**config.mk**
```make
export PLATFORM = sky130hd
export DESIGN_NAME = reg_file_dumper
export DESIGN_NICKNAME = d
export VERILOG_FILES = /design/src/rtl/reg_file_dumper.sv
export SDC_FILE = /design/constraint.sdc
export NUM_CORES = 1
export LEC_CHECK = 0
export CORE_MARGIN = 2
export CORE_UTILIZATION = 47
export CTS_BUF_LIST = sky130_fd_sc_hd__clkbuf_8
export DETAILED_ROUTE_END_ITERATION = 10
export PLACE_DENSITY_LB_ADDON = 0.1
export SYNTH_ARGS = -nofsm -noshare
export SYNTH_HDL_FRONTEND = slang
export SYNTH_SLANG_ARGS = --single-unit
```
**constraint.sdc**
```tcl
create_clock -name clk -period 2.7 [get_ports clk]
set_clock_uncertainty 0.15 [all_clocks]
set_input_delay 0.27 -clock clk [delete_from_list [all_inputs] [get_ports clk]]
set_output_delay 0.27 -clock clk [all_outputs]
set_load 0.03 [all_outputs]
```
**src/rtl/reg_file_dumper.sv**
```systemverilog
// Debug read-out initiator: freezes the core, reads a register range through the
// reg_file's two asynchronous read ports, and streams each register on a valid/ready port.
module reg_file_dumper #(
  parameter int DATA_WIDTH = 32,
  parameter int ADDR_WIDTH = 5
) (
  input  logic                  clk,
  input  logic                  reset,
  input  logic                  start,
  input  logic [ADDR_WIDTH-1:0] first_reg,
  input  logic [ADDR_WIDTH-1:0] last_reg,
  output logic                  stall_req,
  input  logic                  core_stalled,
  output logic [ADDR_WIDTH-1:0] rf_read_reg1,
  output logic [ADDR_WIDTH-1:0] rf_read_reg2,
  input  logic [DATA_WIDTH-1:0] rf_read_data1,
  input  logic [DATA_WIDTH-1:0] rf_read_data2,
  output logic                  out_valid,
  input  logic                  out_ready,
  output logic [DATA_WIDTH-1:0] out_data,
  output logic [ADDR_WIDTH-1:0] out_index,
  output logic                  out_last,
  output logic                  busy,
  output logic                  done,
  output logic                  err
);

  typedef enum logic [2:0] {
    IDLE       = 3'd0,
    WAIT_STALL = 3'd1,
    READ       = 3'd2,
    SEND0      = 3'd3,
    SEND1      = 3'd4,
    DONE       = 3'd5
  } state_t;

  localparam logic [ADDR_WIDTH-1:0] ONE = ADDR_WIDTH'(1);
  localparam logic [ADDR_WIDTH-1:0] TWO = ADDR_WIDTH'(2);

  state_t                  state_q, state_d;
  logic [ADDR_WIDTH-1:0]   idx_q, idx_d;
  logic [ADDR_WIDTH-1:0]   lst_q, lst_d;
  logic [DATA_WIDTH-1:0]   buf0_q, buf0_d;
  logic [DATA_WIDTH-1:0]   buf1_q, buf1_d;
  logic                    err_q, err_d;
  logic [ADDR_WIDTH-1:0]   idx_nxt;

  // Second read port always points one past idx; wraps to 0 at the top (value unused then).
  assign idx_nxt = idx_q + ONE;

  always_ff @(posedge clk) begin
    if (!reset) begin
      state_q <= IDLE;
      idx_q   <= '0;
      lst_q   <= '0;
      buf0_q  <= '0;
      buf1_q  <= '0;
      err_q   <= 1'b0;
    end else begin
      state_q <= state_d;
      idx_q   <= idx_d;
      lst_q   <= lst_d;
      buf0_q  <= buf0_d;
      buf1_q  <= buf1_d;
      err_q   <= err_d;
    end
  end

  always_comb begin
    state_d      = state_q;
    idx_d        = idx_q;
    lst_d        = lst_q;
    buf0_d       = buf0_q;
    buf1_d       = buf1_q;
    err_d        = 1'b0;
    stall_req    = 1'b0;
    rf_read_reg1 = '0;
    rf_read_reg2 = '0;
    out_valid    = 1'b0;
    out_data     = '0;
    out_index    = '0;
    out_last     = 1'b0;
    done         = 1'b0;

    case (state_q)
      IDLE: begin
        if (start) begin
          if (first_reg <= last_reg) begin
            idx_d   = first_reg;
            lst_d   = last_reg;
            state_d = WAIT_STALL;
          end else begin
            err_d = 1'b1;
          end
        end
      end
      WAIT_STALL: begin
        stall_req = 1'b1;
        if (core_stalled) state_d = READ;
      end
      READ: begin
        stall_req    = 1'b1;
        rf_read_reg1 = idx_q;
        rf_read_reg2 = idx_nxt;
        buf0_d       = rf_read_data1;
        buf1_d       = rf_read_data2;
        state_d      = SEND0;
      end
      SEND0: begin
        stall_req = 1'b1;
        out_valid = 1'b1;
        out_data  = buf0_q;
        out_index = idx_q;
        out_last  = (idx_q == lst_q);
        if (out_ready) state_d = (idx_q == lst_q) ? DONE : SEND1;
      end
      SEND1: begin
        stall_req = 1'b1;
        out_valid = 1'b1;
        out_data  = buf1_q;
        out_index = idx_nxt;
        out_last  = (idx_nxt == lst_q);
        if (out_ready) begin
          if (idx_nxt == lst_q) begin
            state_d = DONE;
          end else begin
            idx_d   = idx_q + TWO;
            state_d = READ;
          end
        end
      end
      DONE: begin
        done    = 1'b1;
        state_d = IDLE;
      end
      default: state_d = IDLE;
    endcase
  end

  assign busy = (state_q != IDLE);
  assign err  = err_q;

endmodule

```
==> results.md, run 1 <==
* Post-layout worst setup margin at 176 ps
* Core area at 0.00813 sq mm
* Share of flip-flops with an asynchronous set or reset after synthesis at 0
* Clock Root Buffer: sky130_fd_sc_hd__clkbuf_8
* Cell Area, Synth at 0.00390 sq mm
* Count of nets after finishing at roughly 690
* Placed Instance Area at 0.00512 sq mm
* Number of remaining DRC errors at 0
* Post-synth cell types at 53
* Final Critical Period at 2520 ps
* WP buf/inv at 1
* Clock transition at the registers of the reported paths at 90 ps
* Type of element capturing the critical path: output port
* Flops & latches, synth at 78
* # port buffers at 131
* Endpoints failing setup at 0
* Number of buffers inserted during clock tree synthesis at 9
* Post-Synthesis Net Count at 577
* TritonCTS Sinks at 78
* Gate family responsible for the most delay along the worst path: compound AO/OA/AOI/OAI gates
* First drt pass iteration count at 4
* Post-placement worst setup slack at 150 ps
* Antenna violations before repair at 0
* Main flop type after synthesis: sky130_fd_sc_hd__dfxtp_1
* Startpoint-to-endpoint class of the critical path: flop to output port
* Total via count in the routed design at 3782
* Worst EP arrival at approximately 2100 ps
* Max_slew headroom at 0.571
* Average vias per placed instance at 5.29
* Via count of the first global-routing pass at 3408
* Initial standard-cell utilization of the core at 0.479
* Setup repair bufs after CTS at 0
* Least-Margin Pin Slew at 643 ps
* Die area at 0.00904 sq mm
* Avg Synthesized Cell Area at 7.94 sq um
* Unrepaired setup endpoints after global routing: no
* Clk_lat worst skew at ~340 ps
* Number of inserted diodes at 0
* Launching element type of the critical path: flop
* ANT nets after route at 0
* Max-cap check violation count at 0
* Share of layout cells above drive strength 1 at 0.154
* Standard cell with the maximum stage delay on the critical path: sky130_fd_sc_hd__dfxtp_1
* First-pass GRT wire length at 15900 um
* Overall power after layout at 0.00268 W
* HPWL reported at the end of detailed placement at roughly 7200 um
* Final RePlAce weighted congestion at 0.839
* Leakage at 2.06 nW
* Cell area after layout at approximately 0.0053 sq mm
* Cell chain of the critical path: ha_2 -> nand3_1 -> o21ai_1 -> o2111a_2 -> nand2_2 -> nand2_1 -> buf_4
* Total number of H-tree levels at 3
* Remaining global-route overflow at 0
* Required time at the worst-slack endpoint at roughly 2300 ps
* Maximum number of pins on one net before global-route repair at 58
* WL final at between 10000 and 15000 um
* Gate Count Post-Synth at just under 500
* Row count at 33
* CP max FO at 6
* Clock Tree Buf Depth at 2
* Hold Vio Cnt, Final at 0
* Achievable frequency at between 300 and 400 MHz
* Warnings from Yosys at 0
* Wirelength per Cell at approximately 14 um
* Worst path max stage delay at approximately 460 ps
* Die X at 95.1 um
* Highest ir drop seen on vdd at 0.248 mV
* Sequential cell area fraction in the yosys report at 0.401
* EDFF count, synth at 0
* Final Cycle Share at 0.935
* Tightest Hold Check Type: primary input to flop
* Number of top-level design ports at 132
* Number of design-rule violations left by the first detailed-router iteration at between 150 and 200
* Outcome: finished clean
* Setup Total Neg Slack at 0 ps
* Growth of design area from synthesis to finish at 37.0%
* CTS tree: built
* Die outline height at 95.1 um
* All-layer global routing usage at 0.222
* Final max-slew violation count at 0
* Pwr dens at 502 mW/mm^2
## metrics by stage
stage | cells | util | hold slack [ps]
2_1_floorplan | 491 | - | 256
3_3_place_gp | 699 | 0.629 | 291
3_5_place_dp | 699 | 0.629 | 296
4_1_cts | 715 | 0.657 | 289
5_1_grt | 715 | 0.657 | 305
6_report | 715 | 0.657 | 300
## cell usage in the layout (no fill, tap or decap), types with 2 or more instances in the layout
| master | netlist | final |
|---|---|---|
| sky130_fd_sc_hd__clkinv_4 | 0 | 2 |
| sky130_fd_sc_hd__ha_1 | 7 | 6 |
| sky130_fd_sc_hd__nor2_1 | 12 | 12 |
| sky130_fd_sc_hd__clkbuf_8 | 2 | 9 |
| sky130_fd_sc_hd__dfxtp_1 | 78 | 78 |
| sky130_fd_sc_hd__o31ai_1 | 2 | 2 |
| sky130_fd_sc_hd__o21ai_1 | 7 | 7 |
| sky130_fd_sc_hd__nand3_1 | 8 | 8 |
| sky130_fd_sc_hd__a21oi_1 | 73 | 73 |
| sky130_fd_sc_hd__nor2b_1 | 2 | 2 |
| sky130_fd_sc_hd__nand4b_1 | 2 | 2 |
| sky130_fd_sc_hd__and3b_1 | 2 | 2 |
| sky130_fd_sc_hd__a32o_1 | 2 | 2 |
| sky130_fd_sc_hd__a22o_1 | 33 | 33 |
| sky130_fd_sc_hd__clkdlybuf4s50_1 | 0 | 84 |
| sky130_fd_sc_hd__and2_1 | 7 | 7 |
| sky130_fd_sc_hd__mux2_1 | 2 | 2 |
| sky130_fd_sc_hd__or3_1 | 2 | 2 |
| sky130_fd_sc_hd__xnor2_1 | 4 | 4 |
| sky130_fd_sc_hd__buf_4 | 2 | 62 |
| sky130_fd_sc_hd__a211oi_1 | 2 | 2 |
| sky130_fd_sc_hd__o21ai_0 | 6 | 6 |
| sky130_fd_sc_hd__xor2_1 | 7 | 7 |
| sky130_fd_sc_hd__and3_1 | 2 | 2 |
| sky130_fd_sc_hd__nor3b_4 | 0 | 2 |
| sky130_fd_sc_hd__nand3b_1 | 4 | 4 |
| sky130_fd_sc_hd__nor3_1 | 2 | 2 |
| sky130_fd_sc_hd__bufinv_16 | 0 | 2 |
| sky130_fd_sc_hd__inv_1 | 8 | 8 |
| sky130_fd_sc_hd__nand2_1 | 148 | 148 |
| sky130_fd_sc_hd__o32ai_1 | 2 | 2 |
## layout make-up
type	count	area (sq um)
clock buffer	9	124
timing repair buffer	146	1310
multi-input combinational	362	2090
tap	105	131
sequential	78	1560
fill	705	2790
inverter	8	30.0
clock inverter	7	97.6
## sequential cells by signal, indices dropped and copies added, names as in the netlist
name / flops
buf0_q: 32
buf1_q: 32
idx_q: 5
lst_q: 5
state_q: 3
err: 1
## what timing repair did
item	CTS	global route
gates resized for setup	0	1
hold buffers	0	0
setup endpoints to repair	0	1
## synthesized netlist by cell type (3+ instances only)
cell	count	share of area
sky130_fd_sc_hd__a21oi_1	73	0.094
sky130_fd_sc_hd__a22o_1	33	0.074
sky130_fd_sc_hd__and2_1	7	0.011
sky130_fd_sc_hd__buf_2	15	0.019
sky130_fd_sc_hd__buf_6	3	0.0087
sky130_fd_sc_hd__clkbuf_1	21	0.020
sky130_fd_sc_hd__dfxtp_1	78	0.40
sky130_fd_sc_hd__ha_1	7	0.022
sky130_fd_sc_hd__inv_1	8	0.0077
sky130_fd_sc_hd__nand2_1	148	0.14
sky130_fd_sc_hd__nand3_1	8	0.010
sky130_fd_sc_hd__nand3b_1	4	0.0077
sky130_fd_sc_hd__nor2_1	12	0.012
sky130_fd_sc_hd__o21ai_0	6	0.0077
sky130_fd_sc_hd__o21ai_1	7	0.0090
sky130_fd_sc_hd__xnor2_1	4	0.0090
sky130_fd_sc_hd__xor2_1	7	0.016
## path summary, 6_finish.rpt
kind | from | endpoint | slack (ps) | cells past startpoint
min reg2reg | buf1_q[16]$_SDFFE_PN0P_ | buf1_q[16]$_SDFFE_PN0P_ | 310 | 2
min | rf_read_data2[6] | buf1_q[6]$_SDFFE_PN0P_ | 300 | 3
max reg2reg | state_q[0]$_SDFFE_PN0P_ | buf1_q[27]$_SDFFE_PN0P_ | 370 | 4
max | idx_q[1]$_SDFFE_PN0P_ | out_last | 180 | 7
## report_power, final
group	total, W	switching (W)	internal [W]
combinational	0.000468	0.000232	0.000236
sequential	0.00125	0.0000502	0.00120
clock	0.000964	0.000440	0.000524
total	0.00268	0.000722	0.00196
## worst min-delay path, cell delays in order
cell,delay [ps]
sky130_fd_sc_hd__clkdlybuf4s50_1,390
sky130_fd_sc_hd__nand2_1,50
sky130_fd_sc_hd__a21oi_1,50
## per-layer routing
metal,track usage,vias to the layer above,share of wire
met5,0,-,0
met4,0.0906,0,0.022
met3,0.0364,20,0.046
met2,0.362,113,0.48
met1,0.293,1746,0.45
li1,-,1903,-
## cell families (layout without fill, tap and decap cells)
family | count (synthesis) | in the layout | synth area share
AO/OA/AOI/OAI | 141 | 141 | 0.246
XOR/XNOR | 12 | 12 | 0.0289
buffers and inverters | 51 | 170 | 0.0668
adder cells (fa/ha/maj) | 7 | 7 | 0.0225
flip-flops | 78 | 78 | 0.401
AND/OR/NAND/NOR | 199 | 199 | 0.227
multiplexers | 3 | 3 | 0.00834
No activity file was read; power rests on OpenSTA's default activity.
==> run 2, diff against run 1 <==
--- a/config.mk
+++ b/config.mk
@@ -6,7 +6,7 @@
 export NUM_CORES = 1
 export LEC_CHECK = 0
 export CORE_MARGIN = 2
-export CORE_UTILIZATION = 47
+export CORE_UTILIZATION = 51
 export CTS_BUF_LIST = sky130_fd_sc_hd__clkbuf_8
 export DETAILED_ROUTE_END_ITERATION = 10
 export PLACE_DENSITY_LB_ADDON = 0.1
==> constraint.sdc (replaced) <==
create_clock -name clk -period 3 [get_ports clk]
set_clock_uncertainty 0.15 [all_clocks]
set_input_delay 0.3 -clock clk [delete_from_list [all_inputs] [get_ports clk]]
set_output_delay 0.3 -clock clk [all_outputs]
set_load 0.03 [all_outputs]
==> results.md, run 2 (synthesis gave the netlist of run 1 again) <==
* Met1 capacity usage during global routing at 0.313 (was 0.293)
* # placed instances at 692 (was 699)
* ANT nets after route at 0 (unchanged)
* Least-Margin Pin Slew at 616 ps (was 643 ps)
* Number of remaining DRC errors at 0 (unchanged)
* Outcome: finished clean (unchanged)
* Via count of the first global-routing pass at 3513 (was 3408)
* Highest ir drop seen on vdd at 0.320 mV (was 0.248 mV)
* Worst reg2reg path endpoint: idx_q[4]$_SDFFE_PN0P_ (was buf1_q[27]$_SDFFE_PN0P_)
* Launch point of the worst path: state_q[2]$_SDFFE_PN0P_ (was idx_q[1]$_SDFFE_PN0P_)
* Share of layout cells above drive strength 1 at 0.141 (was 0.154)
* Count of nets after finishing at 690 (was 691)
* HPWL reported at the end of detailed placement at 7450 um (was 7230 um)
* TritonCTS Sinks at 78 (unchanged)
* Clock Tree Buf Depth at 2 (unchanged)
* Max-cap check violation count at 0 (unchanged)
* Remaining global-route overflow at 0 (unchanged)
* Hold Vio Cnt, Final at 0 (unchanged)
* Number of fill cells in the layout at 575 (was 705)
* Global Route met3 Usage at 0.0639 (was 0.0364)
* Clock transition at the registers of the reported paths at 80 ps (was 90 ps)
* Die area at 0.00836 sq mm (was 0.00904 sq mm)
* Total number of H-tree levels at 3 (unchanged)
* Final Critical Period at 2820 ps
* Average vias per placed instance at 5.45 (was 5.29)
* Maximum number of pins on one net before global-route repair at 59 (was 58)
* Number of design-rule violations left by the first detailed-router iteration at 223 (was 162)
* Utilization after layout at 0.731 (was 0.657)
* First drt pass iteration count at 5 (was 4)
* First-pass GRT wire length at 16400 um (was 15900 um)
* Launching element type of the critical path: flop (unchanged)
* Largest registers: buf0_q (32), buf1_q (32) (unchanged)
* Unrepaired setup endpoints after global routing: no (unchanged)
* Wirelength per Cell at 14.8 um (was 14.2 um)
* # port buffers at 131 (unchanged)
* Post-route insts no fill at 708 (was 715)
* Final max-slew violation count at 0 (unchanged)
* Clock Root Buffer: sky130_fd_sc_hd__clkbuf_8 (unchanged)
* End of the critical path: rf_read_reg2[4] (was out_last)
* Row count at 31 (was 33)
* Antenna violations before repair at 0 (unchanged)
* Length in cells of the worst reg-to-reg path at 5 (was 4)
* WL final at 10500 um (was 10100 um)
* Initial standard-cell utilization of the core at 0.532 (was 0.479)
* Register-to-register setup slack at 780 ps (was 370 ps)
* Clk_lat worst skew at 340 ps (about the same)
* Total via count in the routed design at 3858 (was 3782)
* Growth of design area from synthesis to finish at 37.5% (was 37.0%)
* Max_slew headroom at 0.589 (was 0.571)
* Achievable frequency at 355 MHz
* Origin of the worst min-delay path: buf1_q[17]$_SDFFE_PN0P_ (was rf_read_data2[6])
* Tightest Hold Check Type: flop to flop (was primary input to flop)
* Pwr dens at 451 mW/mm^2 (was 502 mW/mm^2)
* Final Cycle Share at 0.939
* Cell count of the worst hold path at 2 (was 3)
* Startpoint of the worst register-to-register path: state_q[2]$_SDFFE_PN0P_ (was state_q[0]$_SDFFE_PN0P_)
* Startpoint-to-endpoint class of the critical path: flop to output port (unchanged)
* Die X at 91.4 um (was 95.1 um)
* Busiest layer in global routing: met2 (unchanged)
* Worst EP arrival at 2370 ps (was 2100 ps)
* Core area at 0.00733 sq mm (was 0.00813 sq mm)
* CP max FO at 21 (was 6)
* Minimum hold slack at 306 ps (was 300 ps)
* Leakage at 2.04 nW (was 2.06 nW)
* Setup Total Neg Slack at 0 ps (unchanged)
* Cts-stage hold buffer count at 0 (unchanged)
* Number of buffers inserted during clock tree synthesis at 9 (unchanged)
* Highest-count cells in the layout ignoring fill and taps: sky130_fd_sc_hd__nand2_1 (148), sky130_fd_sc_hd__clkdlybuf4s50_1 (92), sky130_fd_sc_hd__dfxtp_1 (76), sky130_fd_sc_hd__a21oi_1 (73), sky130_fd_sc_hd__buf_4 (52) (was sky130_fd_sc_hd__nand2_1 (148), sky130_fd_sc_hd__clkdlybuf4s50_1 (84), sky130_fd_sc_hd__dfxtp_1 (78), sky130_fd_sc_hd__a21oi_1 (73), sky130_fd_sc_hd__buf_4 (62))
* Die outline height at 91.4 um (was 95.1 um)
* Endpoints failing setup at 0 (unchanged)
* All-layer global routing usage at 0.242 (was 0.222)
* Global-route met2 utilization at 0.388 (was 0.362)
* Commonest non-fill, non-tap cell in the layout: sky130_fd_sc_hd__nand2_1 (unchanged)
* Final RePlAce weighted congestion at 0.845 (was 0.839)
* CTS tree: built (unchanged)
* Number of top-level design ports at 132 (unchanged)
* Required time at the worst-slack endpoint at 2550 ps (was 2280 ps)
* Type of element capturing the critical path: output port (unchanged)
* Number of inserted diodes at 0 (unchanged)
## run 2: metal layers
layer	wire (um)	vias to the layer above
met5	0	-
met3	884	18
met1	4470	1771
met4	155	0
met2	4990	165
li1	-	1904
## run 2: how the worst min path moves through the flow
stage,slack [ps],to
final,310,buf1_q[17]$_SDFFE_PN0P_
after global routing,320,buf1_q[0]$_SDFFE_PN0P_
after CTS,310,buf1_q[0]$_SDFFE_PN0P_
after detailed placement,300,buf1_q[0]$_SDFFE_PN0P_
after global placement,290,buf1_q[8]$_SDFFE_PN0P_
after floorplan,290,buf0_q[0]$_SDFFE_PN0P_
## run 2: worst max-delay path, stage by stage, from the launching register on
cell,delay (ps)
sky130_fd_sc_hd__dfxtp_1,420
sky130_fd_sc_hd__or3b_2,740
sky130_fd_sc_hd__nor2_1,180
sky130_fd_sc_hd__clkdlybuf4s50_1,690
## run 2: area by class of cell
| type | instances | area, sq um | area share |
|---|---|---|---|
| Tap cell | 99 | 124 | 0.0231 |
| Sequential cell | 78 | 1560 | 0.292 |
| Timing Repair Buffer | 145 | 1330 | 0.248 |
| Clock buffer | 9 | 124 | 0.0231 |
| Multi-Input combinational cell | 362 | 2090 | 0.390 |
| Clock inverter | 7 | 96.3 | 0.0180 |
| Inverter | 8 | 30.0 | 0.00560 |
## run 2: where the power goes
group          internal, W  total (W)  switching, W  leakage (nW)
Combinational     0.000213   0.000430      0.000218          1.30
Sequential         0.00108    0.00112     0.0000422         0.632
Clock             0.000471   0.000863      0.000392         0.108
Total              0.00177    0.00242      0.000652          2.04
## run 2: what timing repair did
action,CTS,global route
setup buffers,0,0
setup endpoints to repair,0,1
resized for setup,0,2
## run 2: metrics by stage
stage | area (sq um) | setup slack [ps] | total power (W)
3_5_place_dp | 5140 | 423 | 0.00158
2_1_floorplan | 3900 | 772 | 0.00139
4_1_cts | 5360 | 128 | 0.00243
3_3_place_gp | 5140 | 534 | 0.00156
6_report | 5360 | 182 | 0.00242
5_1_grt | 5360 | 54.2 | 0.00252
==> run 3, diff against run 2 <==
--- a/config.mk
+++ b/config.mk
@@ -6,7 +6,7 @@
 export NUM_CORES = 1
 export LEC_CHECK = 0
 export CORE_MARGIN = 2
-export CORE_UTILIZATION = 51
+export CORE_UTILIZATION = 43
 export CTS_BUF_LIST = sky130_fd_sc_hd__clkbuf_8
 export DETAILED_ROUTE_END_ITERATION = 10
 export PLACE_DENSITY_LB_ADDON = 0.1
==> constraint.sdc (replaced) <==
create_clock -name clk -period 2.3 [get_ports clk]
set_clock_uncertainty 0.15 [all_clocks]
set_input_delay 0.23 -clock clk [delete_from_list [all_inputs] [get_ports clk]]
set_output_delay 0.23 -clock clk [all_outputs]
set_load 0.03 [all_outputs]
==> results.md, run 3 (synthesis gave the netlist of run 1 again) <==
* Antenna violations before repair at 0 (unchanged)
* Die area at 0.00984 sq mm (was 0.00836 sq mm)
* Maximum number of pins on one net before global-route repair at 59 (unchanged)
* Endpoints failing setup at 0 (unchanged)
* Unrepaired setup endpoints after global routing: no (unchanged)
* Total via count in the routed design at 3836 (was 3858)
* Final max-slew violation count at 0 (unchanged)
* Switching Power at 0.000887 W (was 0.000652 W)
* WP buf/inv at 2 (was 1)
* Count of nets after finishing at 707 (was 690)
* Largest registers: buf0_q (32), buf1_q (32) (unchanged)
* Startpoint-to-endpoint class of the critical path: flop to output port (unchanged)
* HPWL reported at the end of detailed placement at 7360 um (was 7450 um)
* Die X at 99.2 um (was 91.4 um)
* Least-Margin Pin Slew at 528 ps (was 616 ps)
* Share of layout cells above drive strength 1 at 0.192 (was 0.141)
* Number of remaining DRC errors at 0 (unchanged)
* Final RePlAce weighted congestion at 0.867 (was 0.845)
* Wirelength per Cell at 14.6 um (was 14.8 um)
* Clock Tree Buf Depth at 2 (unchanged)
* Final Critical Period at 2220 ps
* Clock Root Buffer: sky130_fd_sc_hd__clkbuf_8 (unchanged)
* WL final at 10700 um (was 10500 um)
* Die outline height at 99.2 um (was 91.4 um)
* Number of top-level design ports at 132 (unchanged)
* Clock transition at the registers of the reported paths at 90 ps (was 80 ps)
* CP max FO at 11 (was 21)
* Remaining global-route overflow at 0 (unchanged)
* Number of buffers inserted during clock tree synthesis at 9 (unchanged)
* Pwr dens at 580 mW/mm^2 (was 451 mW/mm^2)
* Setup Total Neg Slack at 0 ps (unchanged)
* Average vias per placed instance at 5.23 (was 5.45)
* Highest ir drop seen on vdd at 0.412 mV (was 0.320 mV)
* CTS tree: built (unchanged)
* Number of inserted diodes at 0 (unchanged)
* Max-cap check violation count at 0 (unchanged)
* Worst EP arrival at 1840 ps (was 2370 ps)
* Type of element capturing the critical path: output port (unchanged)
* Hold Vio Cnt, Final at 0 (unchanged)
* Clock power share at 0.358 (was 0.357)
* Cell area after layout at 0.00558 sq mm (was 0.00536 sq mm)
* Required time at the worst-slack endpoint at 1920 ps (was 2550 ps)
* Max_slew headroom at 0.646 (was 0.589)
* Gate family responsible for the most delay along the worst path: simple AND/OR/NAND/NOR gates (unchanged)
* Launching element type of the critical path: flop (unchanged)
* Number of fill cells in the layout at 819 (was 575)
* Leakage at 2.17 nW (was 2.04 nW)
* Internal power component at 0.00235 W (was 0.00177 W)
* Startpoint of the worst register-to-register path: idx_q[1]$_SDFFE_PN0P_ (was state_q[2]$_SDFFE_PN0P_)
* Standard cell with the maximum stage delay on the critical path: sky130_fd_sc_hd__or3b_2 (unchanged)
* Growth of design area from synthesis to finish at 43.1% (was 37.5%)
* Origin of the worst min-delay path: rf_read_data2[17] (was buf1_q[17]$_SDFFE_PN0P_)
* Tightest Hold Check Type: primary input to flop (was flop to flop)
* Minimum hold slack at 266 ps (was 306 ps)
* Cts-stage hold buffer count at 0 (unchanged)
* Portion of total power attributed to sequential cells at 0.454 (was 0.465)
* Achievable frequency at approximately 450 MHz
* Worst path max stage delay at 610 ps (was 740 ps)
* Core area at 0.00876 sq mm (was 0.00733 sq mm)
* Placed Instance Area at 0.00526 sq mm (was 0.00514 sq mm)
* TritonCTS Sinks at 78 (unchanged)
* Cell chain of the critical path: buf_4 -> or3b_2 -> nor2_1 -> buf_4 (was or3b_2 -> nor2_1 -> clkdlybuf4s50_1)
* Commonest non-fill, non-tap cell in the layout: sky130_fd_sc_hd__nand2_1 (unchanged)
* Number of design-rule violations left by the first detailed-router iteration at 119 (was 223)
* Overall power after layout at 0.00323 W (was 0.00242 W)
* ANT nets after route at 0 (unchanged)
* Utilization after layout at 0.637 (was 0.731)
* Launch point of the worst path: state_q[0]$_SDFFE_PN0P_ (was state_q[2]$_SDFFE_PN0P_)
* Via count of the first global-routing pass at 3574 (was 3513)
* # port buffers at 131 (unchanged)
* Clk_lat worst skew at 350 ps (was 340 ps)
* First drt pass iteration count at 4 (was 5)
* Row count at 34 (was 31)
* Final Cycle Share at 0.964
* Outcome: finished clean (unchanged)
* Combinational share of power at 0.189 (was 0.178)
* Most repeated library cell on the critical path: sky130_fd_sc_hd__buf_4
* Initial standard-cell utilization of the core at 0.445 (was 0.532)
* Proportion of total power due to net switching at 0.274 (was 0.270)
* Highest-count cells in the layout ignoring fill and taps: sky130_fd_sc_hd__nand2_1 (148), sky130_fd_sc_hd__clkdlybuf4s50_1 (81), sky130_fd_sc_hd__buf_4 (74), sky130_fd_sc_hd__dfxtp_1 (73), sky130_fd_sc_hd__a21oi_1 (72) (was sky130_fd_sc_hd__nand2_1 (148), sky130_fd_sc_hd__clkdlybuf4s50_1 (92), sky130_fd_sc_hd__dfxtp_1 (76), sky130_fd_sc_hd__a21oi_1 (73), sky130_fd_sc_hd__buf_4 (52))
* Total number of H-tree levels at 3 (unchanged)
* All-layer global routing usage at 0.215 (was 0.242)
* First-pass GRT wire length at 17300 um (was 16400 um)
-- run 3: changes by cell type in the layout (fill, tap and decap cells not counted), moves of 2 or more --
cell                              delta
sky130_fd_sc_hd__dfxtp_1             -3
sky130_fd_sc_hd__clkdlybuf4s50_1    -11
sky130_fd_sc_hd__buf_12              +5
sky130_fd_sc_hd__buf_4              +22
sky130_fd_sc_hd__dfxtp_4             +3
sky130_fd_sc_hd__inv_6               -2
-- run 3: worst register-to-register path, stage by stage, from the launching register on --
cell,delay (ps)
sky130_fd_sc_hd__dfxtp_4,390
sky130_fd_sc_hd__ha_4,190
sky130_fd_sc_hd__xnor2_2,150
sky130_fd_sc_hd__a22oi_1,110
sky130_fd_sc_hd__o2111a_2,280
sky130_fd_sc_hd__buf_4,170
sky130_fd_sc_hd__a2111oi_1,310
sky130_fd_sc_hd__o32ai_1,140
-- run 3: power groups by stage --
stage	Combinational, W	Clock, W	Sequential [W]
detailed placement	0.000585	0	0.00150
floorplan	0.000342	0	0.00147
global placement	0.000577	0	0.00149
global route	0.000664	0.00123	0.00148
finish	0.000610	0.00116	0.00147
CTS	0.000592	0.00117	0.00147
-- run 3: final cells by class --
class,count,area (sq um),area share
Multi-Input combinational cell,362,2120,0.380
Sequential cell,78,1580,0.282
Timing Repair Buffer,162,1500,0.268
Tap cell,108,135,0.0242
Clock buffer,9,124,0.0222
Clock inverter,7,98.8,0.0177
Inverter,8,30.0,0.00538
-- run 3: layer usage --
metal,share of wire,global-route usage,up-vias
met5,0,0,-
met4,0.015,0.0738,0
met3,0.049,0.0387,11
met2,0.48,0.356,96
met1,0.46,0.283,1790
li1,-,-,1939
-- run 3: stage by stage --
step                      cells  setup WS (ps)
after global routing        734           7.07
final                       734           82.1
after detailed placement    713          -94.0
after CTS                   730           26.7
after global placement      713          -44.6
after floorplan             491            142
-- run 3: path summary, 6_finish.rpt --
path | slack, ps | cells after the start | endpoint
worst max-delay path | 80 | 4 | rf_read_reg2[3]
worst min-delay path | 270 | 3 | buf1_q[17]$_SDFFE_PN0P_
worst max register to register | 290 | 7 | idx_q[3]$_SDFFE_PN0P_
worst min register to register | 310 | 2 | buf1_q[22]$_SDFFE_PN0P_
-- run 3: what timing repair did --
item / CTS / global route
buffers inserted: 1 / 4
resized for setup: 8 / 6
pin swaps: 1 / 1
setup endpoints to repair: 40 / 8
endpoints found under the hold margin: 0 / 0
